**config.mk**
```make
export PLATFORM = sky130hd
export DESIGN_NAME = vme_system_arbiter
export DESIGN_NICKNAME = d
export VERILOG_FILES = /design/src/rtl/vme_system_arbiter.sv
export SDC_FILE = /design/constraint.sdc
export NUM_CORES = 1
export LEC_CHECK = 0
export ABC_AREA = 0
export ABC_CLOCK_PERIOD_IN_PS = 3300
export CORE_MARGIN = 10
export CORE_UTILIZATION = 37
export DETAILED_ROUTE_END_ITERATION = 10
export PLACE_DENSITY = 0.57
export SETUP_SLACK_MARGIN = 0.4
export SLEW_MARGIN = 20
export SYNTH_ARGS = -nofsm -noshare
export SYNTH_HDL_FRONTEND = slang
export SYNTH_SLANG_ARGS = --single-unit
```
**constraint.sdc**
```tcl
create_clock -name clock -period 3.3 [get_ports clock]
set_clock_uncertainty 0.15 [all_clocks]
set_input_delay 0.825 -clock clock [delete_from_list [all_inputs] [get_ports clock]]
set_output_delay 0.825 -clock clock [all_outputs]
set_load 0.02 [all_outputs]
```
**src/rtl/vme_system_arbiter.sv**
```systemverilog
// VME slot-1 system controller: four-level bus arbiter driving the BG daisy-chain
// heads, BCLR request to lower-priority owners, and the data-transfer bus timer.
// All VME-side signals are active-low.
module vme_system_arbiter #(
  parameter int ROUND_ROBIN   = 0,
  parameter int GRANT_TIMEOUT = 64,
  parameter int BUS_TIMEOUT   = 1024
) (
  input  logic       clock,
  input  logic       reset,
  input  logic       sys_con,
  input  logic [3:0] vme_bus_request,
  input  logic       vme_bbsy,
  input  logic       vme_as,
  input  logic       vme_dtack,
  input  logic       vme_berr_in,
  output logic [3:0] vme_bus_grant_out,
  output logic       vme_bclr,
  output logic       vme_berr_out,
  output logic [1:0] owner_level
);

  typedef enum logic [1:0] {IDLE, GRANT, BUSY, SETTLE} state_t;

  localparam logic [7:0]  GNT_TOP = 8'(GRANT_TIMEOUT - 1);
  localparam logic [15:0] BT_TOP  = 16'(BUS_TIMEOUT - 1);

  state_t      state;
  logic [7:0]  gnt_cnt;
  logic [15:0] bt_cnt;
  logic [1:0]  last_level;
  logic [1:0]  sel_level;
  logic [1:0]  rr_idx;
  logic        higher_req;
  logic        bt_run;

  // Pick the level to grant next from the current request pattern
  always_comb begin
    sel_level = '0;
    rr_idx    = '0;
    if (ROUND_ROBIN != 0) begin
      // Scan from the farthest offset inward so the nearest level after
      // last_level wins; offset 4 (last_level itself) only survives if alone.
      for (int unsigned k = 4; k >= 1; k--) begin
        rr_idx = last_level + k[1:0];
        if (!vme_bus_request[rr_idx]) sel_level = rr_idx;
      end
    end else begin
      for (int unsigned i = 0; i < 4; i++)
        if (!vme_bus_request[i[1:0]]) sel_level = i[1:0];
    end
  end

  // A request above the current owner's level warrants a bus-clear (fixed priority only)
  always_comb begin
    higher_req = 1'b0;
    for (int unsigned i = 0; i < 4; i++)
      if (!vme_bus_request[i[1:0]] && (i > 32'(last_level)))
        higher_req = (ROUND_ROBIN == 0);
  end

  // Bus timer runs only while a strobed cycle has no DTACK/BERR response
  always_comb bt_run = !vme_as && vme_dtack && vme_berr_in;

  // Arbitration FSM with registered grant/bclr/owner outputs
  always_ff @(posedge clock or negedge reset) begin
    if (!reset) begin
      state             <= IDLE;
      vme_bus_grant_out <= '1;
      vme_bclr          <= 1'b1;
      owner_level       <= '0;
      gnt_cnt           <= '0;
      last_level        <= '0;
    end else if (sys_con) begin
      state             <= IDLE;
      vme_bus_grant_out <= '1;
      vme_bclr          <= 1'b1;
      owner_level       <= '0;
      gnt_cnt           <= '0;
      last_level        <= '0;
    end else begin
      case (state)
        IDLE: begin
          vme_bus_grant_out <= '1;
          vme_bclr          <= 1'b1;
          if ((vme_bus_request != 4'b1111) && vme_bbsy) begin
            owner_level                  <= sel_level;
            vme_bus_grant_out            <= '1;
            vme_bus_grant_out[sel_level] <= 1'b0;
            gnt_cnt                      <= '0;
            state                        <= GRANT;
          end
        end
        GRANT: begin
          gnt_cnt <= gnt_cnt + 8'd1;
          if (!vme_bbsy) begin
            vme_bus_grant_out <= '1;
            last_level        <= owner_level;
            state             <= BUSY;
          end else if (vme_bus_request[owner_level] || (gnt_cnt == GNT_TOP)) begin
            vme_bus_grant_out <= '1;
            state             <= SETTLE;
          end
        end
        BUSY: begin
          if (vme_bbsy) begin
            vme_bclr <= 1'b1;
            state    <= SETTLE;
          end else begin
            vme_bclr <= !higher_req;
          end
        end
        SETTLE: begin
          vme_bus_grant_out <= '1;
          state             <= IDLE;
        end
        default: state <= IDLE;
      endcase
    end
  end

  // Bus timer: saturates at the top value so its own BERR holds until AS releases
  always_ff @(posedge clock or negedge reset) begin
    if (!reset) begin
      bt_cnt       <= '0;
      vme_berr_out <= 1'b1;
    end else if (sys_con) begin
      bt_cnt       <= '0;
      vme_berr_out <= 1'b1;
    end else begin
      if (!bt_run)
        bt_cnt <= '0;
      else if (bt_cnt != BT_TOP)
        bt_cnt <= bt_cnt + 16'd1;
      if (vme_as)
        vme_berr_out <= 1'b1;
      else if (bt_run && (bt_cnt == BT_TOP))
        vme_berr_out <= 1'b0;
    end
  end

endmodule

```
==> flow_metrics.tcl <==
set metrics [dict create \
    required_ps 3370 \
    synth_enable_flop_cells 0 \
    ctsResizeCount 0 \
    hpwl_mm 3.28 \
    yosysTopAreaCell "dfrtp_1" \
    power_frac_seq_pct 40.4 \
    final_nets 259 \
    final.setup.tns_ps 0 \
    grt_max_degree 37 \
    drt_iter0_drc 95 \
    die_area_um2 9040 \
    slew_violations 0 \
    max_slew_margin_pct 46.0 \
    hold_buffers 0 \
    path_class "primary input to register" \
    area_growth_pct 17.5 \
    peakVddDrop_mv 0.259 \
    dp_cells 306 \
    maxCapViolations 0 \
    drive_gt1_share_pct 10.3 \
    io_buffer_count 18 \
    antenna_found_initial 0 \
    post-cts-setup-buffer-count 0 \
    avgRoutedWirePerCell_um 14.5 \
    layout_min_cycle_time_ps 2670 \
    start_util_pct 38.1 \
    drt.antenna.violating_nets 0 \
    start_kind "primary input" \
    drc_errors 0 \
    root_buffer "clkbuf_8" \
    cp.arrival_ps 2740 \
    n_fill_cell 533 \
    power_frac_clock_pct 33.8 \
    fin_cells 314 \
    fp-row-count 27 \
    core_area_um2 5470 \
    switching_power_mw 0.390 \
    outcome "complete, no violations" \
    synth_fp_nets 242 \
    clockBufferDepth 2 \
    synth_top_area_share_pct 36.0 \
    routed_via_density 5.63 \
    grt_pass1_wl_mm 8.00 \
    synth.area.top_cells "dfrtp_1, dfstp_2, nor2_1" \
    wirelength_mm 4.57 \
    worst_pin_slew_ps 810 \
    comb_power_share_pct 25.8 \
    die_h_um 95.1 \
    synth.avg_cell_area_um2 9.31 \
    min_to "vme_bus_grant_out[3]" \
    yosysSeqAreaShare_pct 43.6 \
    rsz0062_at_grt "no" \
    post-route-period-util_pct 80.9 \
    dr.pass1.iters 6 \
    vias 1769 \
    reg2reg_to "vme_bus_grant_out[2]" \
    ys_ff_latch 36 \
    path_clk_slew_ps 70 \
    synth-main-ff-cell "dfrtp_1" \
    setup_viol_count_final 0 \
    ctsHtreeMaxLevel 2 \
    yosysWarnings 0 \
    cts.sinks 36 \
    cts_buffers 5 \
    fmax_mhz 375 \
    gr-total-overflow 0 \
    worst-path-max-fanout 6 \
    r2r_setup_slack_ps 930 \
    p_int_mw 0.870 \
    synthCells 224 \
    grt_pass1_vias 1669 \
    async_flop_share_pct 100 \
    hold_violations 0 \
    insertedDiodeCount 0 \
    r2r_cells 6 \
    p_leak_nw 0.973 \
    critPathCaptureType "register" \
    io_pins 19 \
    hp-class "register to register" \
    synth.distinct_cells 48 \
    worstSkewPairLatency_ps 280 \
    hp-start "vme_bus_grant_out[3]" \
    hold_depth 1 \
    power.density_nw_per_um2 514 \
    gp_congestion 0.853 \
    grt_usage_pct 10.9 \
    crit-reg2reg-launch "state[1]" \
    tritoncts "done" \
    p_sw_share_pct 30.9 \
    synth.cell_area_um2 2080 \
    die_w_um 95.1 \
]
==> flip-flops by register name (all words and copies together), names as in the netlist <==
signal	flops
bt_cnt	16
gnt_cnt	8
vme_bus_grant_out	4
last_level	2
owner_level	2
state	2
vme_bclr	1
vme_berr_out	1
==> layout make-up <==
cell class | instances | area [um^2] | share of cell area, %
clock buffers | 7 | 96.3 | 3.93
clock inverters | 1 | 30.0 | 1.23
well taps | 72 | 90.1 | 3.68
inverters | 8 | 30.0 | 1.23
repair buffers | 19 | 183 | 7.46
multi-input cells | 171 | 1110 | 45.4
flip-flops and latches | 36 | 908 | 37.1
==> power by group through the flow <==
stage | logic, mW | registers (mW) | clock network (mW)
3_5_place_dp | 0.323 | 0.516 | 0
5_1_grt | 0.363 | 0.514 | 0.458
6_report | 0.325 | 0.508 | 0.426
4_1_cts | 0.324 | 0.508 | 0.440
3_3_place_gp | 0.328 | 0.517 | 0
2_1_floorplan | 0.212 | 0.524 | 0
==> stage by stage <==
stage          power, mW  setup slack [ps]  utilization (%)  hold WS, ps  instance area [um^2]
2_1_floorplan      0.736              1080                -          301                  2080
3_3_place_gp       0.845               416             42.5          342                  2320
3_5_place_dp       0.839               333             42.5          337                  2320
4_1_cts             1.27               637             44.8          350                  2450
5_1_grt             1.34               491             44.8          369                  2450
6_report            1.26               631             44.8          354                  2450
==> logic make-up after synthesis <==
logic type,count (synthesis),synth area share (%)
compound gates,53,16.9
xor+xnor,5,2.10
fa+ha+maj,7,4.20
buf+inv,17,3.06
flops,36,43.6
mux,6,3.48
simple gates,100,26.7
==> critical path, cell delays in order <==
cell	delay, ps
clkdlybuf4s50_1	490
mux4_2	520
a2111oi_2	490
nor2_1	200
o21a_1	210
==> routing by layer <==
metal	vias to the layer above	part of all wire (%)	track usage [%]
li1	872	-	-
met1	874	49	14.8
met2	19	46	16.3
met3	4	3.7	3.14
met4	0	1.1	3.37
met5	-	0	0
==> cell usage in the layout (no fill, tap or decap), types with 2 or more instances in the layout <==
cell and n:
clkdlybuf4s50_1 17, nor4_1 8, o21a_1 2, nor4b_1 3
nor3_1 11, a21oi_1 11, and2_1 2, nand2_1 14
clkbuf_8 7, o31ai_1 5, a2bb2oi_1 3, dfrtp_1 30
ha_1 7, xnor2_1 4, dfstp_2 6, a31oi_1 3
nand4_1 4, nand2b_1 3, nand3_1 12, or2_2 2
nand3b_1 2, mux2i_1 5, o31a_1 2, and3_1 4
nor2_1 24, o211ai_1 3, inv_1 8, o21ai_0 16
==> cell usage after synthesis, drive strengths merged, types with 2 or more instances <==
library cell / n
ha: 7
nand3b: 2
or4: 2
mux2i: 5
nor4b: 3
nor4: 9
a2111oi: 2
nand3: 12
o211ai: 3
nand2: 14
a21oi: 11
dfrtp: 30
clkbuf: 9
and3: 4
a2bb2oi: 3
nand4: 5
nor3: 11
o21ai: 16
and2: 2
o21a: 2
a31oi: 3
inv: 8
dfstp: 6
xnor2: 4
o31a: 2
nand2b: 3
or2: 2
o31ai: 5
nor2: 24
==> worst max path at each step <==
stage,start,to,cells past startpoint
6_report,vme_bus_request[3],vme_bus_grant_out[2],5
5_1_grt,vme_bus_request[3],vme_bus_grant_out[2],5
4_1_cts,vme_bus_request[3],vme_bus_grant_out[2],5
3_5_place_dp,vme_bus_request[3],vme_bus_grant_out[2],5
3_3_place_gp,vme_bus_request[3],vme_bus_grant_out[2],5
2_1_floorplan,vme_bus_request[3],vme_bus_grant_out[2],4
No activity file was read; power rests on OpenSTA's default activity.
